==> config.mk <==
export PLATFORM = sky130hd
export DESIGN_NAME = imu_burst_ctrl
export DESIGN_NICKNAME = d
export VERILOG_FILES = /design/src/rtl/imu_burst_ctrl.sv
export SDC_FILE = /design/constraint.sdc
export NUM_CORES = 1
export LEC_CHECK = 0
export ABC_AREA = 1
export CAP_MARGIN = 15
export CORE_MARGIN = 2
export CORE_UTILIZATION = 55
export CTS_BUF_LIST = sky130_fd_sc_hd__clkbuf_2
export CTS_CLUSTER_DIAMETER = 100
export CTS_CLUSTER_SIZE = 10
export DETAILED_ROUTE_END_ITERATION = 10
export HOLD_SLACK_MARGIN = 0.05
export PLACE_DENSITY = 0.82
export SYNTH_ARGS = -nofsm -noshare
export SYNTH_HDL_FRONTEND = slang
export SYNTH_SLANG_ARGS = --single-unit
==> constraint.sdc <==
create_clock -name clk -period 4.3 [get_ports clk]
set_input_delay 0.86 -clock clk [delete_from_list [all_inputs] [get_ports clk]]
set_output_delay 0.86 -clock clk [all_outputs]
set_load 0.01 [all_outputs]
==> src/rtl/imu_burst_ctrl.sv <==
// Periodic IMU burst controller: gates the sample generator in fixed-length bursts and
// buffers samples in a 2-entry FIFO. Define IMU_BURST_CTRL_OVF_CNT_EN to add the ovf_cnt output.
module imu_burst_ctrl #(
    parameter int DATA_WIDTH = 16,
    parameter int BURST_LEN  = 16,
    parameter int PERIOD_W   = 16
) (
    input  logic                  clk,
    input  logic                  rst,
    input  logic                  start,
    input  logic                  stop,
    input  logic [PERIOD_W-1:0]   period,
    output logic                  gen_enable,
    input  logic [DATA_WIDTH-1:0] gen_data,
    input  logic                  gen_valid,
    output logic [DATA_WIDTH-1:0] out_data,
    output logic                  out_valid,
    input  logic                  out_ready,
    output logic                  out_last,
    output logic                  busy,
    output logic [7:0]            frame_cnt
`ifdef IMU_BURST_CTRL_OVF_CNT_EN
    ,
    output logic [7:0]            ovf_cnt
`endif
);

    localparam int CNT_W = (BURST_LEN > 1) ? $clog2(BURST_LEN) : 1;
    localparam logic [CNT_W-1:0] LAST_IDX = CNT_W'(BURST_LEN - 1);

    typedef enum logic [1:0] {
        S_IDLE,
        S_BURST,
        S_WAIT
    } state_e;

    state_e                state_q, state_d;
    logic [PERIOD_W-1:0]   timer_q, timer_d;
    logic [CNT_W-1:0]      cnt_q, cnt_d;
    logic                  pend_q, pend_d;
    logic [7:0]            frame_q, frame_d;
    logic                  gen_en_q;

    logic [DATA_WIDTH-1:0] data_q [2];
    logic [1:0]            last_q;
    logic                  wr_q, rd_q;
    logic [1:0]            fcnt_q, fcnt_d;

    logic                  stop_eff;
    logic [PERIOD_W-1:0]   reload;
    logic                  sample;
    logic                  burst_done;
    logic                  pop;
    logic                  push;

    // A stop seen this cycle acts immediately, as if it had already been latched.
    assign stop_eff   = pend_q | stop;
    assign reload     = (period == '0) ? '0 : period - PERIOD_W'(1);
    assign sample     = (state_q == S_BURST) && gen_valid;
    assign burst_done = sample && (cnt_q == LAST_IDX);
    assign pop        = out_valid && out_ready;
    assign push       = sample && ((fcnt_q != 2'd2) || pop);

    always_comb begin
        state_d = state_q;
        timer_d = timer_q;
        cnt_d   = cnt_q;
        frame_d = frame_q;

        if ((state_q != S_IDLE) && (timer_q != '0)) begin
            timer_d = timer_q - PERIOD_W'(1);
        end

        case (state_q)
            S_IDLE: begin
                if (start && !stop) begin
                    state_d = S_BURST;
                    timer_d = reload;
                end
            end
            S_BURST: begin
                if (burst_done) begin
                    cnt_d   = '0;
                    frame_d = frame_q + 8'd1;
                    state_d = stop_eff ? S_IDLE : S_WAIT;
                end else if (sample) begin
                    cnt_d = cnt_q + CNT_W'(1);
                end
            end
            S_WAIT: begin
                if (stop_eff) begin
                    state_d = S_IDLE;
                end else if (timer_q == '0) begin
                    state_d = S_BURST;
                    timer_d = reload;
                end
            end
            default: state_d = S_IDLE;
        endcase

        pend_d = (state_d == S_IDLE) ? 1'b0 : stop_eff;

        case ({push, pop})
            2'b10:   fcnt_d = fcnt_q + 2'd1;
            2'b01:   fcnt_d = fcnt_q - 2'd1;
            default: fcnt_d = fcnt_q;
        endcase
    end

    always_ff @(posedge clk or posedge rst) begin
        if (rst) begin
            state_q   <= S_IDLE;
            timer_q   <= '0;
            cnt_q     <= '0;
            pend_q    <= 1'b0;
            frame_q   <= '0;
            gen_en_q  <= 1'b0;
            data_q[0] <= '0;
            data_q[1] <= '0;
            last_q    <= '0;
            wr_q      <= 1'b0;
            rd_q      <= 1'b0;
            fcnt_q    <= '0;
        end else begin
            state_q  <= state_d;
            timer_q  <= timer_d;
            cnt_q    <= cnt_d;
            pend_q   <= pend_d;
            frame_q  <= frame_d;
            gen_en_q <= (state_d == S_BURST);
            fcnt_q   <= fcnt_d;
            if (push) begin
                data_q[wr_q] <= gen_data;
                last_q[wr_q] <= burst_done;
                wr_q         <= ~wr_q;
            end
            if (pop) begin
                rd_q <= ~rd_q;
            end
        end
    end

    assign gen_enable = gen_en_q;
    assign busy       = (state_q != S_IDLE);
    assign frame_cnt  = frame_q;
    assign out_valid  = (fcnt_q != 2'd0);
    assign out_data   = out_valid ? data_q[rd_q] : '0;
    assign out_last   = out_valid & last_q[rd_q];

`ifdef IMU_BURST_CTRL_OVF_CNT_EN
    logic       drop;
    logic [7:0] ovf_q;

    assign drop = sample && (fcnt_q == 2'd2) && !pop;

    always_ff @(posedge clk or posedge rst) begin
        if (rst) begin
            ovf_q <= '0;
        end else if (drop && (ovf_q != 8'hFF)) begin
            ovf_q <= ovf_q + 8'd1;
        end
    end

    assign ovf_cnt = ovf_q;
`endif

endmodule

==> flow_metrics.tcl, run 1 <==
set metrics [dict create \
    synth_cells 551 \
    synth_adder_area_share 0.0186 \
    grt_overflow_total 0 \
    crit_fanout 26 \
    drt_drc_violations_left 0 \
    place.detailed.hpwl_um 6820 \
    final.setup.worst_slack_ns 0.898 \
    die_w_um 89.7 \
    min_period_over_period 0.791 \
    synth_seq_area_share 0.434 \
    drv_cap 0 \
    routed.top_layer "met4" \
    vias 3700 \
    relSlewSlack 0.507 \
    firstDrtPassIters 4 \
    synth_area_leaders "dfrtp_1, nand2_1, o21ai_0" \
    cts_root_buf "clkbuf_2" \
    power.density_mw_per_mm2 637 \
    layout.nets 658 \
    setup_viol 0 \
    ys_ff_latch 70 \
    pre_cts_ws_ns 1.42 \
    synth_compound_area_frac 0.114 \
    core_mm2 0.00718 \
    hold_buffers 0 \
    cts_made_buffers 9 \
    drive_gt1_frac 0.0485 \
    io_pins 66 \
    yosysTopAreaCell "dfrtp_1" \
    synthMuxAreaShare 0 \
    rows 31 \
    start_util 0.563 \
    grt_setup_unrepaired "no" \
    wl_per_cell_um 12.8 \
    post_cts_buffers 0 \
    grt.total_usage 0.242 \
    grt_pass1_wl_um 15100 \
    hold_viol 0 \
    slew_viol_final 0 \
    synth_area_mm2 0.00404 \
    port_buffers 65 \
    max_freq_mhz 294 \
    drtIter0Drc 185 \
    max-clock-path-buffers 2 \
    clk_latency_ns 0.49 \
    cts_tree "yes" \
    dp_cells 702 \
    wl_met2_um 4430 \
    via_per_inst 5.15 \
    antenna_left 0 \
    fin_util 0.678 \
    fin_cells 718 \
    grt_start_max_net_pins 48 \
    fin_worst_skew_ns 0.0152 \
    dieHeight_um 89.7 \
    cellLeakagePower_nw 2.27 \
    end_kind "output port" \
    irDropWorstVdd_v 0.000238 \
    worst-setup-path-type "reg2out" \
    hp-class "reg2reg" \
    wl_met3_um 499 \
    synthesis.nets 595 \
    yosys.area_share.simple 0.304 \
    synth_xor_area_frac 0.0521 \
    tightest_slew_ns 0.734 \
    grt_pass1_vias 3491 \
    htreeDepth 3 \
    wl_um 9160 \
    antenna_found_initial 0 \
    die_area_mm2 0.00804 \
    tns_ns 0 \
    critPathRequiredTime_ns 3.44 \
    area.growth.synth_to_final_pct 20.6 \
    gp_congestion 0.862 \
    diodes 0 \
    synth_top_family_by_area "simple AND/OR/NAND/NOR gates" \
    synth_top_area_share 0.434 \
    fin_crit_ns 3.40 \
    routedLengthMet1_um 3980 \
    worstPathArrival_ns 2.54 \
    clkTransAtPathRegs_ns 0.20 \
    synth_warnings 0 \
    ys_types 29 \
    clock_sinks 70 \
    post_cts_resized 0 \
    status "completed" \
    syn_avg_cell_area_um2 7.33 \
    crit_path_start_kind "flip-flop" \
]
==> worst max-delay path, cell delays in order, from the launching register on <==
cell and delay, ns:
dfrtp_1 0.54, inv_1 0.57, o21ai_0 0.16, a21oi_1 0.22, clkdlybuf4s50_1 0.58
==> per-layer routing <==
layer / vias up / track usage
met5: - / 0
met1: 1679 / 0.293
li1: 1878 / -
met4: 0 / 0.102
met2: 121 / 0.416
met3: 22 / 0.0530
==> registers in the layout, summed over array words and instances (netlist names), 2 cells and up <==
name,count
timer_q,16
fcnt_q,2
frame_cnt,8
state_q,2
data_q,32
cnt_q,4
last_q,2
==> Yosys cell counts, drive strengths merged <==
cell type	instances
o21ai	55
o21bai	4
nand3b	1
nand3	46
inv	58
nor2	64
buf	9
xor2	11
o21a	1
nor3	2
a21oi	22
xnor2	13
dfrtp	70
nand4	5
ha	6
a31oi	1
nand2	176
clkbuf	6
or2	1
==> cell type report <==
cell class	instances	area, um^2
Fill cell	610	2310
Clock inverter	6	86.3
Sequential cell	70	1750
Tap cell	99	124
Multi-Input combinational cell	408	1970
Clock buffer	10	50.0
Inverter	58	218
Timing Repair Buffer	67	666
==> worst paths after layout <==
kind	endpoint	cells after the start	startpoint	slack (ns)
worst max register to register	timer_q[8]$_DFF_PP0_	9	timer_q[0]$_DFF_PP0_	2.18
min in group asynchronous	timer_q[15]$_DFF_PP0_	2	rst	0.69
worst max-delay path	out_data[5]	4	rd_q$_DFFE_PP0P_	0.90
max in group asynchronous	data_q[5]$_DFFE_PP0P_	3	rst	2.63
worst min-delay path	frame_cnt[7]$_DFFE_PP0P_	1	frame_cnt[7]$_DFFE_PP0P_	0.49
worst min register to register	frame_cnt[7]$_DFFE_PP0P_	1	frame_cnt[7]$_DFFE_PP0P_	0.49
==> kinds of logic (layout without fill, tap and decap cells) <==
kind of cell	after synthesis	count (layout)
compound gates	83	83
xor+xnor	24	24
fa+ha+maj	6	6
buf+inv	73	141
flops	70	70
simple gates	295	295
==> cell usage in the layout (no fill, tap or decap), drive strengths merged <==
master and count:
a21oi 22, a31oi 1, buf 2, bufinv 2
clkbuf 10, clkdlybuf4s50 65, clkinv 4, dfrtp 70
ha 6, inv 58, nand2 176, nand3 46
nand3b 1, nand4 5, nor2 64, nor3 2
o21a 1, o21ai 55, o21bai 4, or2 1
xnor2 13, xor2 11
==> stage by stage <==
stage               power (mW)  cell area [um^2]  hold slack, ns
detailed placement        2.68              4730           0.465
floorplan                 2.12              4040           0.437
CTS                       3.11              4870           0.492
finish                    3.10              4870           0.488
global route              3.39              4870           0.515
global placement          2.63              4730           0.456
==> power by group <==
group          leakage [nW]  switching, mW  internal (mW)
registers             0.861          0.216          0.946
logic                  1.33          0.863          0.645
clock network        0.0835          0.237          0.194
total                  2.27           1.32           1.79
(Power assumes the default switching activity.)
==> inputs of run 2 (changes only) <==
clock period = 3.2 ns   (was 4.3 ns; I/O delays follow)
==> flow_metrics.tcl, run 2 (same netlist as run 1, synthesis figures left out) <==
set metrics [dict create \
    status "completed" \
    drv_cap 0 \
    clk_latency_ns 0.49 \
    drive_gt1_frac 0.0578 \
    io_pins 66 \
    via_per_inst 5.16 \
    cts_root_buf "clkbuf_2" \
    firstDrtPassIters 5 \
    grt.total_usage 0.233 \
    gp_congestion 0.889 \
    cts_tree "yes" \
    die_w_um 89.7 \
    fin_util 0.683 \
    worstPathArrival_ns 2.31 \
    mostFrequentLayoutCells "nand2_1, dfrtp_1, clkdlybuf4s50_1" \
    tns_ns 0 \
    die_area_mm2 0.00804 \
    layout.nets 662 \
    max_freq_mhz 339 \
    diodes 0 \
    irDropWorstVdd_v 0.000269 \
    grt_setup_unrepaired "no" \
    critPathRequiredTime_ns 2.56 \
    drtIter0Drc 215 \
    crit_path_start_kind "flip-flop" \
    worst-setup-path-type "reg2out" \
    rows 31 \
    clock_sinks 70 \
    tightest_slew_ns 0.844 \
    grt_pass1_wl_um 14600 \
    holdWs_ns 0.491 \
    final_common_cell "nand2_1" \
    grt_pass1_vias 3481 \
    largest_reg_flops 32 \
    grtUsageMet3 0.0448 \
    final_area_mm2 0.00490 \
    power.density_mw_per_mm2 853 \
    top_register "data_q" \
    drt_drc_violations_left 0 \
    fin_worst_skew_ns 0.0173 \
    fin_crit_ns 2.95 \
    wl_um 8850 \
    hold_viol 0 \
    final.setup.worst_slack_ns 0.248 \
    vias 3726 \
    antenna_left 0 \
    antenna_found_initial 0 \
    min_period_over_period 0.922 \
    grt_overflow_total 0 \
    use_met1 0.286 \
    grt_start_max_net_pins 71 \
    clkTransAtPathRegs_ns 0.19 \
    place.detailed.hpwl_um 6510 \
    gr-max-usage-layer "met2" \
    crit_fanout 14 \
    area.growth.synth_to_final_pct 21.4 \
    start_util 0.563 \
    end_kind "output port" \
    core_mm2 0.00718 \
    port_buffers 65 \
    wl_per_cell_um 12.3 \
    cellLeakagePower_nw 2.28 \
    max-clock-path-buffers 2 \
    hp-class "reg2reg" \
    slew_viol_final 0 \
    pre_cts_ws_ns 0.707 \
    relSlewSlack 0.437 \
    place_area_mm2 0.00475 \
    htreeDepth 3 \
    dieHeight_um 89.7 \
    setup_viol 0 \
    grtUsageMet2 0.409 \
    cts_made_buffers 9 \
    hold_buffers 0 \
]
==> run 2: stage by stage <==
step	total power, mW	instances
detailed placement	3.59	705
global placement	3.52	705
finish	4.18	722
CTS	4.17	721
global route	4.56	722
floorplan	2.85	551
==> run 2: repair_timing <==
| item | in CTS | in global routing |
|---|---|---|
| setup endpoints to repair | 0 | 13 |
| buffers inserted | 0 | 0 |
| resized for setup | 0 | 2 |
==> run 2: worst max-delay path, stage by stage (launching register included) <==
cell             delay, ns
dfrtp_1               0.46
nor2_1                0.06
buf_4                 0.16
inv_1                 0.28
o21ai_0               0.16
a21oi_1               0.16
clkdlybuf4s50_1       0.55
==> run 2: final timing paths <==
check	startpoint	endpoint	slack, ns	depth (start not counted)
max	fcnt_q[1]$_DFFE_PP0P_	out_data[9]	0.25	6
min	frame_cnt[7]$_DFFE_PP0P_	frame_cnt[7]$_DFFE_PP0P_	0.49	1
max reg2reg	timer_q[0]$_DFF_PP0_	timer_q[8]$_DFF_PP0_	1.20	9
min reg2reg	frame_cnt[7]$_DFFE_PP0P_	frame_cnt[7]$_DFFE_PP0P_	0.49	1
max in group asynchronous	rst	wr_q$_DFFE_PP0P_	1.97	3
min in group asynchronous	rst	last_q[0]$_DFFE_PP0P_	0.70	3
==> run 2: routing by layer <==
metal | part of all wire | up-vias
li1 | - | 1878
met1 | 0.43 | 1713
met2 | 0.49 | 122
met3 | 0.055 | 13
met4 | 0.016 | 0
met5 | 0 | -
==> run 2: layout make-up <==
| class | count | area, um^2 |
|---|---|---|
| clock buffers | 10 | 50.0 |
| flip-flops and latches | 70 | 1750 |
| multi-input cells | 408 | 1970 |
| repair buffers | 70 | 688 |
| inverters | 58 | 221 |
| fillers | 577 | 2280 |
| clock inverters | 6 | 86.3 |
| well taps | 99 | 124 |
| repair inverters | 1 | 7.51 |
==> run 2: power by group <==
part | internal (mW) | leakage, nW | total, mW | switching [mW]
registers | 1.27 | 0.861 | 1.58 | 0.305
clock network | 0.261 | 0.0819 | 0.575 | 0.315
logic | 0.885 | 1.34 | 2.03 | 1.14
total | 2.42 | 2.28 | 4.18 | 1.76
